### src/rtl/sram_bist_pkg.sv
`default_nettype none
// ============================================================================
// sram_bist_pkg: FSM states and March C- element encoding for sram_march_bist
// Rev 1.0
// ============================================================================
package sram_bist_pkg;

   typedef enum logic [1:0] {
      ST_IDLE  = 2'd0,
      ST_RUN   = 2'd1,
      ST_DRAIN = 2'd2,
      ST_DONE  = 2'd3
   } state_e;

   localparam logic [2:0] c_elem_first = 3'd0;
   localparam logic [2:0] c_elem_last  = 3'd5;

   typedef struct packed {
      logic [2:0] idx;
      logic       down;    // walk addresses from depth_m1 down to 0
      logic       has_rd;
      logic       rd_val;  // expected data: 0 = bg, 1 = ~bg
      logic       has_wr;
      logic       wr_val;  // written data: 0 = bg, 1 = ~bg
   } march_elem_t;

   function automatic logic elem_is_down(input logic [2:0] idx);
      return (idx == 3'd3) || (idx == 3'd4);
   endfunction

   // March C-: up(w0) up(r0,w1) up(r1,w0) down(r0,w1) down(r1,w0) up(r0)
   function automatic march_elem_t march_elem(input logic [2:0] idx);
      march_elem_t e;
      e      = '0;
      e.idx  = idx;
      e.down = elem_is_down(idx);
      case (idx)
         3'd0: begin
            e.has_wr = 1'b1;
            e.wr_val = 1'b0;
         end
         3'd1, 3'd3: begin
            e.has_rd = 1'b1;
            e.rd_val = 1'b0;
            e.has_wr = 1'b1;
            e.wr_val = 1'b1;
         end
         3'd2, 3'd4: begin
            e.has_rd = 1'b1;
            e.rd_val = 1'b1;
            e.has_wr = 1'b1;
            e.wr_val = 1'b0;
         end
         3'd5: begin
            e.has_rd = 1'b1;
            e.rd_val = 1'b0;
         end
         default: ;
      endcase
      return e;
   endfunction

endpackage
`default_nettype wire

### src/rtl/sram_bist_addr_gen.sv
`default_nettype none
// ============================================================================
// sram_bist_addr_gen: up/down march address counter with element-end flag
// Rev 1.0
// ============================================================================
module sram_bist_addr_gen #(
   parameter int ADDR_W = 10
) (
   input  logic              clk_i,
   input  logic              rst_i,
   input  logic              load_i,
   input  logic              load_down_i,
   input  logic              step_i,
   input  logic              down_i,
   input  logic [ADDR_W-1:0] last_i,
   output logic [ADDR_W-1:0] addr_o,
   output logic              end_o
);

   logic [ADDR_W-1:0] addr_q;
   logic [ADDR_W-1:0] addr_d;

   always_comb begin
      addr_d = addr_q;
      if (load_i) begin
         addr_d = load_down_i ? last_i : '0;
      end else if (step_i) begin
         addr_d = down_i ? (addr_q - ADDR_W'(1)) : (addr_q + ADDR_W'(1));
      end
   end

   always_ff @(posedge clk_i or posedge rst_i) begin
      if (rst_i) begin
         addr_q <= '0;
      end else begin
         addr_q <= addr_d;
      end
   end

   assign addr_o = addr_q;
   assign end_o  = down_i ? (addr_q == '0) : (addr_q == last_i);

endmodule
`default_nettype wire

### src/rtl/sram_march_bist.sv
`default_nettype none
// ============================================================================
// sram_march_bist: March C- BIST controller for SRAM macros on a shared bus
// Rev 1.0
// ============================================================================
module sram_march_bist
   import sram_bist_pkg::*;
#(
   parameter int NUM_MACROS = 16,
   parameter int ADDR_W     = 10,
   parameter int DATA_W     = 32,
   parameter int WMASK_W    = 4,
   parameter int SEL_W      = $clog2(NUM_MACROS)
) (
   input  logic                         wb_clk_i,
   input  logic                         wb_rst_i,
   input  logic                         start,
   input  logic [SEL_W-1:0]             macro_sel,
   input  logic [ADDR_W-1:0]            depth_m1,
   input  logic [DATA_W-1:0]            bg,
   output logic [NUM_MACROS-1:0]        csb0,
   output logic                         web0,
   output logic [WMASK_W-1:0]           wmask0,
   output logic [ADDR_W-1:0]            addr0,
   output logic [DATA_W-1:0]            din0,
   input  logic [NUM_MACROS*DATA_W-1:0] dout0,
   output logic                         busy,
   output logic                         done,
   output logic                         pass,
   output logic [15:0]                  fail_count,
   output logic [ADDR_W-1:0]            first_fail_addr,
   output logic [DATA_W-1:0]            first_fail_data
);

   state_e              state_q, state_d;
   logic [SEL_W-1:0]    sel_q, sel_d;
   logic [ADDR_W-1:0]   last_q, last_d;
   logic [DATA_W-1:0]   bg_q, bg_d;
   logic [2:0]          elem_q, elem_d;
   logic                phase_q, phase_d;
   logic                cmp_vld_q, cmp_vld_d;
   logic [DATA_W-1:0]   cmp_exp_q, cmp_exp_d;
   logic [ADDR_W-1:0]   cmp_addr_q, cmp_addr_d;
   logic [15:0]         fail_cnt_q, fail_cnt_d;
   logic [ADDR_W-1:0]   ffa_q, ffa_d;
   logic [DATA_W-1:0]   ffd_q, ffd_d;

   march_elem_t         cur;
   logic                start_ok;
   logic                sel_oob;
   logic                is_rd;
   logic                addr_last_op;
   logic                run_done;
   logic                ag_load, ag_load_down, ag_step;
   logic [ADDR_W-1:0]   ag_addr;
   logic                ag_end;
   logic [DATA_W-1:0]   rd_data;

   assign cur      = march_elem(elem_q);
   assign start_ok = start && ((state_q == ST_IDLE) || (state_q == ST_DONE));
   assign sel_oob  = 32'(macro_sel) >= NUM_MACROS;
   assign is_rd    = cur.has_rd && !phase_q;
   // Read-then-write elements spend two cycles per address; the rest spend one.
   assign addr_last_op = !(cur.has_rd && cur.has_wr) || phase_q;
   assign run_done     = addr_last_op && ag_end && (cur.idx == c_elem_last);

   sram_bist_addr_gen #(
      .ADDR_W (ADDR_W)
   ) u_addr_gen (
      .clk_i       (wb_clk_i),
      .rst_i       (wb_rst_i),
      .load_i      (ag_load),
      .load_down_i (ag_load_down),
      .step_i      (ag_step),
      .down_i      (cur.down),
      .last_i      (last_q),
      .addr_o      (ag_addr),
      .end_o       (ag_end)
   );

   always_comb begin
      rd_data = '0;
      for (int k = 0; k < NUM_MACROS; k++) begin
         if (sel_q == SEL_W'(k)) begin
            rd_data = dout0[k*DATA_W +: DATA_W];
         end
      end
   end

   // ---------------------------------------------------------------- FSM
   always_ff @(posedge wb_clk_i or posedge wb_rst_i) begin
      if (wb_rst_i) begin
         state_q <= ST_IDLE;
      end else begin
         state_q <= state_d;
      end
   end

   always_comb begin
      state_d = state_q;
      case (state_q)
         ST_IDLE, ST_DONE: begin
            if (start_ok) begin
               state_d = sel_oob ? ST_DONE : ST_RUN;
            end
         end
         ST_RUN: begin
            if (run_done) begin
               state_d = ST_DRAIN;
            end
         end
         ST_DRAIN: state_d = ST_DONE;
         default:  state_d = ST_IDLE;
      endcase
   end

   always_comb begin
      csb0   = '1;
      web0   = 1'b1;
      wmask0 = '0;
      addr0  = '0;
      din0   = '0;
      busy   = (state_q == ST_RUN) || (state_q == ST_DRAIN);
      done   = (state_q == ST_DONE);
      pass   = (state_q == ST_DONE) && (fail_cnt_q == '0);
      if (state_q == ST_RUN) begin
         for (int k = 0; k < NUM_MACROS; k++) begin
            if (sel_q == SEL_W'(k)) begin
               csb0[k] = 1'b0;
            end
         end
         web0   = is_rd;
         wmask0 = '1;
         addr0  = ag_addr;
         din0   = is_rd ? '0 : (cur.wr_val ? ~bg_q : bg_q);
      end
   end

   // ----------------------------------------------------------- datapath
   always_comb begin
      sel_d        = sel_q;
      last_d       = last_q;
      bg_d         = bg_q;
      elem_d       = elem_q;
      phase_d      = phase_q;
      ag_load      = 1'b0;
      ag_load_down = 1'b0;
      ag_step      = 1'b0;
      cmp_vld_d    = 1'b0;
      cmp_exp_d    = cmp_exp_q;
      cmp_addr_d   = cmp_addr_q;
      fail_cnt_d   = fail_cnt_q;
      ffa_d        = ffa_q;
      ffd_d        = ffd_q;

      if (cmp_vld_q && (rd_data != cmp_exp_q)) begin
         if (fail_cnt_q != 16'hFFFF) begin
            fail_cnt_d = fail_cnt_q + 16'd1;
         end
         if (fail_cnt_q == '0) begin
            ffa_d = cmp_addr_q;
            ffd_d = rd_data;
         end
      end

      if (start_ok) begin
         sel_d      = macro_sel;
         last_d     = depth_m1;
         bg_d       = bg;
         elem_d     = c_elem_first;
         phase_d    = 1'b0;
         ag_load    = 1'b1;
         fail_cnt_d = sel_oob ? 16'hFFFF : 16'h0000;
         ffa_d      = '0;
         ffd_d      = '0;
      end else if (state_q == ST_RUN) begin
         if (is_rd) begin
            cmp_vld_d  = 1'b1;
            cmp_exp_d  = cur.rd_val ? ~bg_q : bg_q;
            cmp_addr_d = ag_addr;
         end
         if (!addr_last_op) begin
            phase_d = 1'b1;
         end else begin
            phase_d = 1'b0;
            if (!ag_end) begin
               ag_step = 1'b1;
            end else if (elem_q != c_elem_last) begin
               elem_d       = elem_q + 3'd1;
               ag_load      = 1'b1;
               ag_load_down = elem_is_down(elem_q + 3'd1);
            end
         end
      end
   end

   always_ff @(posedge wb_clk_i or posedge wb_rst_i) begin
      if (wb_rst_i) begin
         sel_q      <= '0;
         last_q     <= '0;
         bg_q       <= '0;
         elem_q     <= c_elem_first;
         phase_q    <= 1'b0;
         cmp_vld_q  <= 1'b0;
         cmp_exp_q  <= '0;
         cmp_addr_q <= '0;
         fail_cnt_q <= '0;
         ffa_q      <= '0;
         ffd_q      <= '0;
      end else begin
         sel_q      <= sel_d;
         last_q     <= last_d;
         bg_q       <= bg_d;
         elem_q     <= elem_d;
         phase_q    <= phase_d;
         cmp_vld_q  <= cmp_vld_d;
         cmp_exp_q  <= cmp_exp_d;
         cmp_addr_q <= cmp_addr_d;
         fail_cnt_q <= fail_cnt_d;
         ffa_q      <= ffa_d;
         ffd_q      <= ffd_d;
      end
   end

   assign fail_count      = fail_cnt_q;
   assign first_fail_addr = ffa_q;
   assign first_fail_data = ffd_q;

endmodule
`default_nettype wire
### config.mk
export PLATFORM = sky130hd
export DESIGN_NAME = sram_march_bist
export DESIGN_NICKNAME = d
export VERILOG_FILES = /design/src/rtl/sram_bist_pkg.sv /design/src/rtl/sram_bist_addr_gen.sv /design/src/rtl/sram_march_bist.sv
export SDC_FILE = /design/constraint.sdc
export NUM_CORES = 1
export LEC_CHECK = 0
export CAP_MARGIN = 20
export CORE_AREA = 4 4 266 268
export CTS_CLUSTER_SIZE = 12
export DETAILED_ROUTE_END_ITERATION = 12
export DIE_AREA = 0 0 270 272
export GPL_TIMING_DRIVEN = 0
export PLACE_DENSITY_LB_ADDON = 0.05
export SKIP_LAST_GASP = 1
export SYNTH_ARGS = -nofsm -noshare
export SYNTH_HDL_FRONTEND = slang
export SYNTH_SLANG_ARGS = --single-unit
export TNS_END_PERCENT = 30
### constraint.sdc
create_clock -name wb_clk_i -period 7.1 [get_ports wb_clk_i]
set_input_delay 2.13 -clock wb_clk_i [delete_from_list [all_inputs] [get_ports wb_clk_i]]
set_output_delay 2.13 -clock wb_clk_i [all_outputs]
set_load 0.02 [all_outputs]
==> results.sh, run 1 <==
export IMPL_die_w_um=270
export IMPL_postSynthCellCount=1779
export IMPL_vdd_ir_drop_max_mv=0.198
export IMPL_post_synth_and_or_nand_nor_area_fraction_pct=22.3
export IMPL_grt_overflow=0
export IMPL_min_period_ns=6.02
export IMPL_post_route_period_util_pct=84.8
export IMPL_run_status="complete, no violations"
export IMPL_synth_top_cell_by_area="dfrtp_1"
export IMPL_ys_types=100
export IMPL_pin_count=685
export IMPL_htree_levels=4
export IMPL_cts_setup_buffers=0
export IMPL_synth_compound_area_share_pct=24.4
export IMPL_power_density_cell_area_nw_per_um2=387
export IMPL_largest_delay_contributor_family_on_the_critical_path="buffers and inverters"
export IMPL_setup_slack_ns=1.08
export IMPL_std_cell_rows=96
export IMPL_grt_pass1_wl_mm=162
export IMPL_synth_fa_ha_area_share_pct=1.89
export IMPL_setup_total_neg_slack_ns=0
export IMPL_synth_xor_area_share_pct=6.07
export IMPL_detail_route_iter0_violations=1586
export IMPL_fin_skew_ns=0.0139
export IMPL_synth_enable_flop_cells=0
export IMPL_post_route_cells_drive_above_1_share_pct=7.52
export IMPL_worst_ep_arrival_time_ns=3.89
export IMPL_ant_nets=0
export IMPL_yosys_top_cells_count="271 x nand2_1, 163 x dfrtp_1, 155 x nor2_1"
export IMPL_groute_usage_overall_pct=31.7
export IMPL_startpoint_type="flop"
export IMPL_synthToLayoutAreaGrowth_pct=61.0
export IMPL_dr_total_vias=18038
export IMPL_rsz_0062_raised_after_global_routing="false"
export IMPL_crit_path_cell_trace="inv_1 > ha_1 > nor2b_1 > a21oi_1 > a21oi_1 > nand2b_1 > clkbuf_1 > clkbuf_1 > nor2_1 > clkdlybuf4s50_1"
export IMPL_first_global_vias=18460
export IMPL_tritoncts_num_buffers=17
export IMPL_postSynthNetCount=2361
export IMPL_largest_cells_by_area_after_synthesis="dfrtp_1 29%, mux2i_1 7.4%, nand2_1 7.1%"
export IMPL_chipHeight_um=272
export IMPL_yosys_cell_count_top_type="nand2_1"
export IMPL_clock_root_buffer="clkbuf_16"
export IMPL_p_comb_share_pct=71.3
export IMPL_number_of_nets_at_the_end_of_the_flow=3068
export IMPL_critical_path_max_stage_delay_ns=0.65
export IMPL_syn_avg_cell_area_um2=8.03
export IMPL_tritoncts_clock_tree="done"
export IMPL_critical_path_peak_fanout=10
export IMPL_hold_buffers=0
export IMPL_postLayoutCoreUtil_pct=33.7
export IMPL_max_freq_mhz=166
export IMPL_power_switching_fraction_pct=55.6
export IMPL_worstHoldPathType="reg -> reg"
export IMPL_setup_violations_final=0
export IMPL_worstPathBufferInverterCount=4
export IMPL_dp_final_hpwl_mm=102
export IMPL_drv_slew=0
export IMPL_timing_critical_path_slowest_stage_cell="clkdlybuf4s50_1"
export IMPL_synth_mux_area_share_pct=10.0
export IMPL_port_buffers=684
export IMPL_synth_ff_type="dfrtp_1"
export IMPL_power_leakage_nw=9.08
export IMPL_synth_sequential_area_ratio_pct=28.5
export IMPL_cell_internal_pwr_mw=3.95
export IMPL_routed_via_density=5.27
export IMPL_route_detailed_wl_per_inst_um=35.6
export IMPL_critical_path_required_ns=4.97
export IMPL_numClockSinks=163
export IMPL_async_reset_ff_share_pct=100
export IMPL_setup_worst_path_class="reg -> out"
export IMPL_drt_pass1_iter_count=9
export IMPL_clock_power_share_pct=10.8
export IMPL_area_of_the_mapped_netlist_um2=14300
export IMPL_p_seq_share_pct=17.9
export IMPL_clk_transition_reported_paths_ns=0.06
export IMPL_clk_path_buf_depth=2
export IMPL_yosys_area_top_type_share_pct=28.5
export IMPL_fp_coreArea_um2=68300
export IMPL_dominant_combinational_cell_family_by_area_after_synthesis="compound AO/OA/AOI/OAI gates"
export IMPL_die_area_um2=73400
export IMPL_tightest_slew_ns=1.13
export IMPL_timing_max_slew_rel_slack_pct=23.7
export IMPL_floorplan_initialDensity_pct=20.9
export IMPL_synth_warning_count=0
export IMPL_crit_path_end_kind="primary output"
export IMPL_count_of_final_hold_check_violations=0
export IMPL_initial_antenna_violation_count=56
export IMPL_power_net_switching_mw=4.95
export IMPL_maxCapViolations=0
export IMPL_post_cts_resized=0
export IMPL_gp_congestion=0.961
export IMPL_clock_latency_ns=0.45
export IMPL_drc_violations_left=0
export IMPL_ys_ff_latch=163
export IMPL_maximum_number_of_pins_on_one_net_before_global_route_repair=111
export IMPL_preCtsSetupSlack_ns=0.794
export IMPL_wirelength_mm=122
==> final timing paths <==
check	start	end	slack (ns)	depth (start not counted)
worst max register to register	sel_q[1]	first_fail_data[8]	1.53	15
worst max-delay path	elem_q[0]	din0[11]	1.08	10
max in group asynchronous	wb_rst_i	first_fail_data[26]	4.02	3
worst min-delay path	cmp_addr_q[7]	cmp_addr_q[7]	0.51	1
worst min register to register	cmp_addr_q[7]	cmp_addr_q[7]	0.51	1
min in group asynchronous	wb_rst_i	fail_count[4]	2.11	2
==> area by class of cell <==
type,instances,area [um^2]
diodes,42,105
plain buffers,149,861
clock buffers,19,453
clock inverters,13,148
fillers,7230,45300
inverters,27,109
multi-input cells,1440,9250
flip-flops and latches,163,4080
well taps,882,1100
repair buffers,688,6900
==> state kept, by name (all words and copies together) (netlist names) <==
| name | flops |
|---|---|
| bg_q | 32 |
| cmp_exp_q | 32 |
| first_fail_data | 32 |
| fail_count | 16 |
| cmp_addr_q | 10 |
| first_fail_addr | 10 |
| last_q | 10 |
| u_addr_gen.addr_o | 10 |
| sel_q | 4 |
| elem_q | 3 |
| state_q | 2 |
| cmp_vld_q | 1 |
| phase_q | 1 |
==> logic make-up (layout without fill, tap and decap cells) <==
family	count (synthesis)	after routing
mux	135	135
other cells	0	42
xor+xnor	99	99
compound gates	525	525
fa+ha+maj	21	21
simple gates	660	660
buf+inv	176	896
flops	163	163
==> power by group through the flow <==
| stage | logic (mW) | registers (mW) | clock network, mW |
|---|---|---|---|
| after floorplan | 3.38 | 1.46 | 0 |
| after global placement | 6.24 | 1.61 | 0 |
| after detailed placement | 6.26 | 1.62 | 0 |
| after CTS | 6.29 | 1.60 | 0.987 |
| after global routing | 6.63 | 1.64 | 1.03 |
| final | 6.34 | 1.59 | 0.959 |
==> metrics by stage <==
step	area [um^2]	total power [mW]	std cells	hold WS, ns
global placement	22200	7.85	3345	0.479
finish	23000	8.90	3423	0.505
global route	23000	9.30	3407	0.527
floorplan	14300	4.84	1779	0.449
CTS	22900	8.87	3381	0.505
detailed placement	22300	7.88	3349	0.490
==> routing by layer <==
metal	track usage, %	vias up	share of wire, %
met1	36.9	8948	39
met2	55.1	917	49
li1	-	7948	-
met5	0	-	0.12
met4	13.3	24	3.8
met3	8.72	201	8.0
==> cell usage in the layout, fill, tap and decap left out, types with 13 or more instances in the layout <==
| cell | n |
|---|---|
| buf_4 | 31 |
| clkbuf_16 | 17 |
| buf_6 | 13 |
| nand3_1 | 45 |
| nor3_1 | 13 |
| nand3b_1 | 15 |
| a22oi_1 | 20 |
| clkdlybuf4s50_1 | 684 |
| o22a_1 | 16 |
| and2_1 | 17 |
| inv_1 | 24 |
| clkbuf_1 | 58 |
| xor2_1 | 84 |
| nand2_1 | 271 |
| nor2b_1 | 16 |
| o21ai_0 | 122 |
| a21oi_1 | 127 |
| or4_1 | 15 |
| dfrtp_1 | 163 |
| buf_2 | 40 |
| nand4_1 | 13 |
| mux2i_1 | 106 |
| nor2_1 | 155 |
| o22ai_1 | 38 |
| diode_2 | 42 |
| o211ai_1 | 17 |
| mux2_2 | 24 |
| xnor2_1 | 15 |
| ha_1 | 20 |
| nand2b_1 | 18 |
| o2bb2ai_1 | 16 |
Power figures use the tool's default switching activity.
==> inputs of run 2 (changes only) <==
- clock period: 7.1 -> 4.9 ns (I/O delays scaled with it)
==> results.sh, run 2 (synthesized netlist as in run 1, its figures left out) <==
export IMPL_run_status="complete, but fails checks"
export IMPL_failed_checks="negative setup slack"
export IMPL_drt_pass1_iter_count=8
export IMPL_most_common_layout_cells="684 x clkdlybuf4s50_1, 271 x nand2_1, 163 x dfrtp_1"
export IMPL_post_route_period_util_pct=101
export IMPL_clk_path_buf_depth=2
export IMPL_die_area_um2=73400
export IMPL_startpoint_type="flop"
export IMPL_drv_slew=0
export IMPL_power_density_cell_area_nw_per_um2=564
export IMPL_pin_count=685
export IMPL_clock_root_buffer="clkbuf_16"
export IMPL_tritoncts_num_buffers=17
export IMPL_setup_total_neg_slack_ns=-0.0566
export IMPL_setup_slack_ns=-0.0566
export IMPL_tightest_slew_ns=1.05
export IMPL_layout_filler_cells=7213
export IMPL_vdd_ir_drop_max_mv=0.240
export IMPL_route_detailed_wl_per_inst_um=35.7
export IMPL_die_w_um=270
export IMPL_clock_latency_ns=0.45
export IMPL_synthToLayoutAreaGrowth_pct=62.7
export IMPL_worst_ep_arrival_time_ns=3.49
export IMPL_dp_final_hpwl_mm=101
export IMPL_groute_usage_overall_pct=31.5
export IMPL_fin_skew_ns=0.0133
export IMPL_detail_route_iter0_violations=1609
export IMPL_clk_transition_reported_paths_ns=0.08
export IMPL_drc_violations_left=0
export IMPL_maximum_number_of_pins_on_one_net_before_global_route_repair=39
export IMPL_preCtsSetupSlack_ns=-0.776
export IMPL_timing_max_slew_rel_slack_pct=29.5
export IMPL_initial_antenna_violation_count=45
export IMPL_first_global_vias=18097
export IMPL_tritoncts_clock_tree="done"
export IMPL_floorplan_initialDensity_pct=20.9
export IMPL_htree_levels=4
export IMPL_max_freq_mhz=202
export IMPL_multi_input_comb_area_um2=9410
export IMPL_hold_buffers=0
export IMPL_min_period_ns=4.96
export IMPL_final_seq_area_um2=4080
export IMPL_port_buffers=684
export IMPL_setup_violations_final=1
export IMPL_std_cell_rows=96
export IMPL_worstHoldPathType="reg -> reg"
export IMPL_critical_path_required_ns=3.43
export IMPL_dr_total_vias=18129
export IMPL_critical_path_peak_fanout=10
export IMPL_fp_coreArea_um2=68300
export IMPL_grt_pass1_wl_mm=161
export IMPL_setup_worst_path_class="reg -> out"
export IMPL_ant_nets=0
export IMPL_routed_via_density=5.32
export IMPL_maxCapViolations=0
export IMPL_power_leakage_nw=9.21
export IMPL_crit_path_end_kind="primary output"
export IMPL_grt_overflow=0
export IMPL_rsz_0062_raised_after_global_routing="true"
export IMPL_gp_congestion=0.941
export IMPL_numClockSinks=163
export IMPL_count_of_final_hold_check_violations=0
export IMPL_fin_total_pwr_mw=13.1
export IMPL_layout_cells_most_common="clkdlybuf4s50_1"
export IMPL_post_route_cells_drive_above_1_share_pct=9.17
export IMPL_number_of_nets_at_the_end_of_the_flow=3077
export IMPL_chipHeight_um=272
export IMPL_wirelength_mm=122
[run 2: changes by cell type in the layout (fill, tap and decap cells not counted), sizes merged]
cell	before	now
buf	94	102
clkinvlp	1	3
diode	42	20
bufinv	2	0
inv	30	32
clkbuf	78	77
[run 2: path summary, 6_finish.rpt]
path	depth (start not counted)	slack, ns	from	endpoint
max	7	-0.06	sel_q[1]	csb0[14]
min	2	0.51	first_fail_data[12]	first_fail_data[12]
max reg2reg	16	0.05	sel_q[3]	first_fail_data[8]
min reg2reg	2	0.51	first_fail_data[12]	first_fail_data[12]
max in group asynchronous	4	2.58	wb_rst_i	sel_q[1]
min in group asynchronous	2	1.47	wb_rst_i	bg_q[7]
[run 2: stage by stage]
step                hold WS (ns)  area (um^2)  cells  utilization, %
finish                     0.506        23200   3410            34.0
global route               0.533        23200   3404            34.0
CTS                        0.509        23100   3388            33.8
detailed placement         0.492        22400   3353            32.7
global placement           0.480        22200   3345            32.5
floorplan                  0.449        14300   1779               -
[run 2: worst max-delay path, cell delays in order, from the launching register on]
cell             delay (ns)
dfrtp_1                0.34
buf_6                  0.14
buf_2                  0.29
buf_4                  0.30
and4b_1                0.21
clkbuf_1               0.77
nand2_1                0.33
clkdlybuf4s50_1        0.65
[run 2: what timing repair did]
action,4_1_cts,5_1_grt
setup endpoints to repair,84,89
gates resized for setup,34,18
buffers inserted,4,1
pin swaps,2,1
[run 2: where the power goes]
part | leakage, nW | internal [mW] | switching (mW)
Clock | 0.284 | 0.685 | 0.684
Sequential | 2.14 | 1.76 | 0.554
Combinational | 6.79 | 3.31 | 6.10
Total | 9.21 | 5.76 | 7.34
[run 2: metal layers]
metal,up-vias,GRT usage (%),wire length [um]
met5,-,0,223
met4,32,11.9,4980
met3,197,8.58,9180
met2,888,54.8,59300
met1,9093,37.1,47900
li1,7919,-,-
[run 2: cell type report]
cell class,count,area share (%)
flip-flops and latches,163,17.5
repair buffers,698,30.2
clock inverters,15,0.716
inverters,27,0.452
clock buffers,17,1.83
diodes,20,0.215
multi-input cells,1440,40.5
well taps,882,4.75
plain buffers,148,3.81
